==> src/rtl/regfile_write_arbiter_if.sv <==
// Writeback bus between the two writeback sources, the register file write
// port and the decode-stage forwarding logic.
//   slave  : the arbiter (consumes requests, drives readies/write port/fwd)
//   master : the requesters / environment (drives requests, hold, read indices)
// Signals:
//   hold                       pipeline freeze, blocks new grants
//   alu_valid/res/data, alu_ready  ALU writeback handshake
//   mem_valid/res/data, mem_ready  load writeback handshake
//   regWrite/writeRes/writeData    registered register-file write port
//   readRes1/2, fwd1/2, fwdData    bypass query and result
interface regfile_write_arbiter_if #(
  parameter int DATA_W = 32,
  parameter int ADDR_W = 5
);
  logic              hold;
  logic              alu_valid;
  logic [ADDR_W-1:0] alu_res;
  logic [DATA_W-1:0] alu_data;
  logic              alu_ready;
  logic              mem_valid;
  logic [ADDR_W-1:0] mem_res;
  logic [DATA_W-1:0] mem_data;
  logic              mem_ready;
  logic              regWrite;
  logic [ADDR_W-1:0] writeRes;
  logic [DATA_W-1:0] writeData;
  logic [ADDR_W-1:0] readRes1;
  logic [ADDR_W-1:0] readRes2;
  logic              fwd1;
  logic              fwd2;
  logic [DATA_W-1:0] fwdData;

  modport slave (
    input  hold,
    input  alu_valid, alu_res, alu_data,
    output alu_ready,
    input  mem_valid, mem_res, mem_data,
    output mem_ready,
    output regWrite, writeRes, writeData,
    input  readRes1, readRes2,
    output fwd1, fwd2, fwdData
  );

  modport master (
    output hold,
    output alu_valid, alu_res, alu_data,
    input  alu_ready,
    output mem_valid, mem_res, mem_data,
    input  mem_ready,
    input  regWrite, writeRes, writeData,
    output readRes1, readRes2,
    input  fwd1, fwd2, fwdData
  );
endinterface

==> src/rtl/regfile_write_arbiter.sv <==
// Round-robin arbiter sharing the register file's single write port between
// the ALU result path and the load return path. The granted request is
// registered for one cycle onto regWrite/writeRes/writeData, and bypass flags
// tell the decode stage when that in-flight write matches its read indices.
// Ports:
//   clk    rising-edge clock
//   reset  synchronous, active-high
//   bus    regfile_write_arbiter_if.slave (handshakes, write port, bypass)
module regfile_write_arbiter #(
  parameter int DATA_W = 32,
  parameter int ADDR_W = 5
) (
  input  logic                         clk,
  input  logic                         reset,
  regfile_write_arbiter_if.slave       bus
);

  localparam logic LAST_ALU = 1'b0;
  localparam logic LAST_MEM = 1'b1;

  logic              last_q,      last_d;
  logic              regWrite_q,  regWrite_d;
  logic [ADDR_W-1:0] writeRes_q,  writeRes_d;
  logic [DATA_W-1:0] writeData_q, writeData_d;

  logic alu_gnt, mem_gnt;

  // On conflict the requester that did not win last time goes first, so
  // continuous contention alternates and nobody waits more than one cycle.
  always_comb begin
    alu_gnt = 1'b0;
    mem_gnt = 1'b0;
    if (!reset && !bus.hold) begin
      if (bus.alu_valid && bus.mem_valid) begin
        alu_gnt = (last_q == LAST_MEM);
        mem_gnt = (last_q == LAST_ALU);
      end else begin
        alu_gnt = bus.alu_valid;
        mem_gnt = bus.mem_valid;
      end
    end
  end

  always_comb begin
    last_d      = last_q;
    regWrite_d  = 1'b0;
    writeRes_d  = writeRes_q;
    writeData_d = writeData_q;
    if (alu_gnt) begin
      last_d      = LAST_ALU;
      regWrite_d  = (bus.alu_res != '0);  // r0 writes are consumed but dropped
      writeRes_d  = bus.alu_res;
      writeData_d = bus.alu_data;
    end else if (mem_gnt) begin
      last_d      = LAST_MEM;
      regWrite_d  = (bus.mem_res != '0);
      writeRes_d  = bus.mem_res;
      writeData_d = bus.mem_data;
    end
  end

  always_ff @(posedge clk) begin
    if (reset) begin
      last_q      <= LAST_MEM;  // ALU wins the first conflict after reset
      regWrite_q  <= 1'b0;
      writeRes_q  <= '0;
      writeData_q <= '0;
    end else begin
      last_q      <= last_d;
      regWrite_q  <= regWrite_d;
      writeRes_q  <= writeRes_d;
      writeData_q <= writeData_d;
    end
  end

  assign bus.alu_ready = alu_gnt;
  assign bus.mem_ready = mem_gnt;
  assign bus.regWrite  = regWrite_q;
  assign bus.writeRes  = writeRes_q;
  assign bus.writeData = writeData_q;

  // regWrite_q is never set for r0, so the bypass never fires for index 0.
  assign bus.fwd1    = regWrite_q && (writeRes_q == bus.readRes1);
  assign bus.fwd2    = regWrite_q && (writeRes_q == bus.readRes2);
  assign bus.fwdData = writeData_q;

endmodule

==> src/flat_wrapper.sv <==
// flat-port wrapper written by rule: the top's interface ports become plain ports
module regfile_write_arbiter_flat 
#(
  parameter int DATA_W = 32,
  parameter int ADDR_W = 5
)
  (clk, reset, bus_hold, bus_alu_valid, bus_alu_res, bus_alu_data, bus_alu_ready, bus_mem_valid, bus_mem_res, bus_mem_data, bus_mem_ready, bus_regWrite, bus_writeRes, bus_writeData, bus_readRes1, bus_readRes2, bus_fwd1, bus_fwd2, bus_fwdData);
  regfile_write_arbiter_if #(.DATA_W(DATA_W), .ADDR_W(ADDR_W)) bus_i ();
  input  logic clk;
  input  logic reset;
  input wire logic [$bits(bus_i.hold)-1:0] bus_hold;
  input wire logic [$bits(bus_i.alu_valid)-1:0] bus_alu_valid;
  input wire logic [$bits(bus_i.alu_res)-1:0] bus_alu_res;
  input wire logic [$bits(bus_i.alu_data)-1:0] bus_alu_data;
  output wire logic [$bits(bus_i.alu_ready)-1:0] bus_alu_ready;
  input wire logic [$bits(bus_i.mem_valid)-1:0] bus_mem_valid;
  input wire logic [$bits(bus_i.mem_res)-1:0] bus_mem_res;
  input wire logic [$bits(bus_i.mem_data)-1:0] bus_mem_data;
  output wire logic [$bits(bus_i.mem_ready)-1:0] bus_mem_ready;
  output wire logic [$bits(bus_i.regWrite)-1:0] bus_regWrite;
  output wire logic [$bits(bus_i.writeRes)-1:0] bus_writeRes;
  output wire logic [$bits(bus_i.writeData)-1:0] bus_writeData;
  input wire logic [$bits(bus_i.readRes1)-1:0] bus_readRes1;
  input wire logic [$bits(bus_i.readRes2)-1:0] bus_readRes2;
  output wire logic [$bits(bus_i.fwd1)-1:0] bus_fwd1;
  output wire logic [$bits(bus_i.fwd2)-1:0] bus_fwd2;
  output wire logic [$bits(bus_i.fwdData)-1:0] bus_fwdData;
  assign bus_i.hold = bus_hold;
  assign bus_i.alu_valid = bus_alu_valid;
  assign bus_i.alu_res = bus_alu_res;
  assign bus_i.alu_data = bus_alu_data;
  assign bus_alu_ready = bus_i.alu_ready;
  assign bus_i.mem_valid = bus_mem_valid;
  assign bus_i.mem_res = bus_mem_res;
  assign bus_i.mem_data = bus_mem_data;
  assign bus_mem_ready = bus_i.mem_ready;
  assign bus_regWrite = bus_i.regWrite;
  assign bus_writeRes = bus_i.writeRes;
  assign bus_writeData = bus_i.writeData;
  assign bus_i.readRes1 = bus_readRes1;
  assign bus_i.readRes2 = bus_readRes2;
  assign bus_fwd1 = bus_i.fwd1;
  assign bus_fwd2 = bus_i.fwd2;
  assign bus_fwdData = bus_i.fwdData;
  regfile_write_arbiter #(.DATA_W(DATA_W), .ADDR_W(ADDR_W)) u_core (.clk(clk), .reset(reset), .bus(bus_i));
endmodule
==> config.mk <==
export PLATFORM = sky130hd
export DESIGN_NAME = regfile_write_arbiter_flat
export DESIGN_NICKNAME = d
export VERILOG_FILES = /design/src/rtl/regfile_write_arbiter_if.sv /design/src/rtl/regfile_write_arbiter.sv /design/src/flat_wrapper.sv
export SDC_FILE = /design/constraint.sdc
export NUM_CORES = 1
export LEC_CHECK = 0
export ABC_AREA = 1
export CAP_MARGIN = 10
export CORE_AREA = 2 2 92 94
export DETAILED_ROUTE_END_ITERATION = 6
export DIE_AREA = 0 0 94 96
export PLACE_DENSITY = 0.8
export SLEW_MARGIN = 20
export SYNTH_ARGS = -nofsm -noshare
export SYNTH_HDL_FRONTEND = slang
export SYNTH_SLANG_ARGS = --single-unit
export TNS_END_PERCENT = 5
==> constraint.sdc <==
create_clock -name clk -period 1.4 [get_ports clk]
set_input_delay 0.42 -clock clk [delete_from_list [all_inputs] [get_ports clk]]
set_output_delay 0.42 -clock clk [all_outputs]
set_load 0.03 [all_outputs]
; ---- Yosys cells after proc, flatten, opt, wreduce, memory -nomap -nowiden
; Index checks and enable logic that the tools add are counted.
[word_totals]
out_inout_bits = 74
inputBits = 89
register_bits = 39
elab_cells = 28
[op_classes]
mux = 12
bitwise_logic = 1
n_eq_ne = 2
n_reduce_logical = 9
[op_table]
columns = operator, n
row1 = 2-to-1 mux 32 bit, 2
row2 = equality test 5 bit, 2
row3 = 2-to-1 mux 5 bit, 2
row4 = nonzero test 5 bit, 2
row5 = 2-to-1 mux 1 bit, 8
row6 = logical AND 1 bit, 4
row7 = logical NOT 1 bit, 2
row8 = nonzero test 2 bit, 1
row9 = inverter 1 bit, 1

; ---- Logic depth before layout (Yosys ltp)
[depth]
ltp_word = 5
depth_mapped = 9
mapped_depth_nobuf = 7

; ---- Worst setup path after synthesis
; No wires, ideal clock.
[synth_path]
path_kind = reg2out
from = register u_core.writeRes_q[2] (netlist: u_core.bus.writeRes[2])
to = output port bus_fwd1
path_slack_ns = -0.229
arrival_time_ns = 1.209
stages_incl_launch_ff = 4
t_required_ns = 0.980
cell_sequence = dfxtp_1 -> xnor2_1 -> nand4_1 -> nor2_1
[synth_via]
elab_chain_len = 2
[synth_rtl]
columns = item, line_no
row1 = from (decl), regfile_write_arbiter.sv:23  ; logic [ADDR_W-1:0] writeRes_q, writeRes_d;
row2 = from (signal assigned), regfile_write_arbiter.sv:71  ; writeRes_q <= writeRes_d;
row3 = equality test 5 bit, regfile_write_arbiter.sv:83  ; assign bus.fwd1 = regWrite_q && (writeRes_q == bus.readRes1);
row4 = logical AND 1 bit, regfile_write_arbiter.sv:83
row5 = to (decl), flat_wrapper.sv:25  ; output wire logic [$bits(bus_i.fwd1)-1:0] bus_fwd1;
; No other way between the ends.

; ---- Final worst setup path
[layout_path]
from = input port bus_readRes1[0]
to = output port bus_fwd1
[layout_via]
elab_chain_len = 2
[layout_rtl]
columns = item, line_no
row1 = from (decl), flat_wrapper.sv:23  ; input wire logic [$bits(bus_i.readRes1)-1:0] bus_readRes1;
row2 = equality test 5 bit, regfile_write_arbiter.sv:83
row3 = logical AND 1 bit, regfile_write_arbiter.sv:83
; No other way between the ends.

==> flow_summary.yaml <==
logic_synthesis:
  synth_cell_types: 20
  yosys_warnings: 0
  yosysSeqAreaShare_pct: 30.4
  synth_nets: 495
  avgSynthCellArea_um2: 6.32
  syn_inst: 406
  synth-seq-cells: 39
  synth_area_um2: 2560
timing:
  slew_headroom_pct: 72.4
  rsz0062_at_grt: "yes"
  maxSlewViolCount: 0
  setup_violations: 4
  setup_ws_ns: -0.345
  finClkSkew_ns: 0.00552
  fmax_mhz: 573
  period_needed_ns: 1.74
  hold_viol: 0
  worst_pin_slew_ns: 0.413
  period_share_pct: 125
  setup_tns_ns: -0.824
global_route:
  gr-usage-met1_pct: 19.4
  grt_max_degree: 39
  grt-ovfl-total: 0
  track_usage_pct: 17.4
  grt-busiest-layer: "met2"
  grt_pass1_wl_mm: 12.5
  antenna_found_initial: 0
  met2_usage_pct: 33.4
  use_met3_pct: 3.76
  first_global_vias: 2689
route:
  drt_iter0_markers: 98
  wirelength_mm: 8.07
  wire_per_inst_um: 12.6
  drc: 0
  vias_per_cell: 4.62
  firstDrtPassIters: 4
  postRouteAntennaNets: 0
  vias: 2964
floorplan:
  ios: 163
  coreArea_um2: 8050
  die_w_um: 94
  initial_core_util_pct: 31.9
  fp-row-count: 33
  die_h_um: 96
  die-area_um2: 9020
worst_setup_path:
  crit_family: "simple AND/OR/NAND/NOR gates"
  critPathMaxStageDelay_ns: 0.31
  crit_fanout: 2
  cpMaxStageDelayCell: "or2_2"
  setup.worst_path.start_class: "primary input"
  critPathBufInv: 2
  end_kind: "primary output"
  cp_cell_sequence: "dlygate4sd2_1 -> or2_2 -> nand4_1 -> nor2_4 -> buf_6"
  worstPathRequired_ns: 0.98
  crit_type: "primary input to primary output"
  crit_arrival_ns: 1.32
clock_tree:
  cts_buffer_depth: 2
  htreeDepth: 2
  cts_tree: "built"
  cts-root-buf: "clkbuf_8"
  clock_latency_ns: 0.29
  cts.clk_slew.worst_paths_ns: 0.08
  postCtsHoldBufs: 0
  numCtsBuffers: 5
  numClockSinks: 39
min_path:
  worstHoldPathType: "flip-flop to flip-flop"
place:
  place_area_um2: 3960
  dpl_worst_slack_ns: -0.559
  routabilityCongestion: 0.826
  hpwl_mm: 6.02
  portBuffers: 162
final_layout:
  final_common_cell: "nand2_1"
  most-common-layout-cells: "84 x nand2_1, 82 x buf_4, 76 x inv_1"
  finish.instance_area_um2: 4150
  syn_to_final_growth_pct: 61.8
  insertedDiodeCount: 0
  nets: 624
  drive_above_1_share_pct: 24.6
status:
  status: "finished, violations left"
  violations: "negative setup slack"
flow_run:
  drv_cap: 0
pwr:
  total_power_w: 0.00340
  p_per_area_nw_per_um2: 818
  power.leakage_nw: 2.06
  peakVddDrop_mv: 0.371
## per-stage QoR
step	std cells	utilization, %	hold slack (ns)
after global routing	641	51.5	0.516
after floorplan	406	-	0.449
after global placement	632	49.2	0.464
final	641	51.5	0.488
after detailed placement	632	49.2	0.479
after CTS	641	51.2	0.489
## final cells by class
class,count,area [µm²]
clock buffer,6,82.6
clock inverter,2,35.0
fill,796,3900
inverter,82,318
multi-input combinational,226,1160
sequential,39,791
tap,105,131
timing repair buffer,181,1630
## flip-flops by register name (all words and copies together), names as in the netlist
register and cells:
u_core.bus.writeRes 5, u_core.bus.regWrite 1, u_core.last_q 1, u_core.bus.fwdData 32
## path summary, 6_finish.rpt
path,endpoint,depth (start not counted),slack [ns],from
setup / recovery,bus_fwd1,5,-0.34,bus_readRes1[0]
hold / removal,u_core.last_q$_SDFFE_PP1P_,2,0.49,u_core.last_q$_SDFFE_PP1P_
setup reg to reg,u_core.bus.writeRes[3]$_SDFFE_PP0P_,7,0.11,u_core.last_q$_SDFFE_PP1P_
hold reg to reg,u_core.last_q$_SDFFE_PP1P_,2,0.49,u_core.last_q$_SDFFE_PP1P_
## synth_stat cells
cell       n  area share [%]
nand2_1   86              13
inv_1     80              12
nand4_1   41              10
dfxtp_1   39              30
a21oi_1   37             7.2
nand3_1   37             7.2
buf_4     36              11
buf_2     16             3.1
nor2_1    10             1.5
clkbuf_1   4            0.59
or2_2      4            0.98
xnor2_1    4             1.4
buf_1      3            0.44
inv_2      2            0.29
o21ai_0    2            0.39
nand3_2    1            0.39
nor2_4     1            0.44
nor3_1     1            0.19
o21a_1     1            0.29
o21ai_2    1            0.34
## worst reg2reg max path, stage by stage, from the launching register on
cell	delay, ns
dfxtp_2	0.33
inv_1	0.06
nand2_2	0.09
buf_4	0.37
nand4_1	0.16
nand3_1	0.12
nand2_1	0.05
inv_1	0.04
## cell families (layout without fill, tap and decap cells)
| logic type | count (synthesis) | count (layout) | share of synthesized area (%) |
|---|---|---|---|
| AO/OA/AOI/OAI | 41 | 41 | 8.24 |
| XOR/XNOR | 4 | 4 | 1.37 |
| buffers and inverters | 141 | 271 | 26.7 |
| flip-flops | 39 | 39 | 30.4 |
| AND/OR/NAND/NOR | 181 | 181 | 33.3 |
## per-layer routing
metal	share of wire, %	vias up
met4	1.2	0
met3	7.0	8
met5	0	-
met1	39	1325
li1	-	1504
met2	52	127
## what timing repair did
| item | CTS | global route |
|---|---|---|
| pin swaps | 12 | 4 |
| setup endpoints to repair | 42 | 41 |
| buffers inserted | 1 | 0 |
| gates cloned | 0 | 0 |
| resized for setup | 34 | 8 |
## where the power goes
group / internal (W) / leakage [nW] / switching [W]
Sequential: 0.00119 / 0.323 / 0.0000627
Combinational: 0.000543 / 1.68 / 0.000630
Clock: 0.000577 / 0.0612 / 0.000398
Total: 0.00231 / 2.06 / 0.00109
Note: power is estimated with default switching activity, not from simulation.
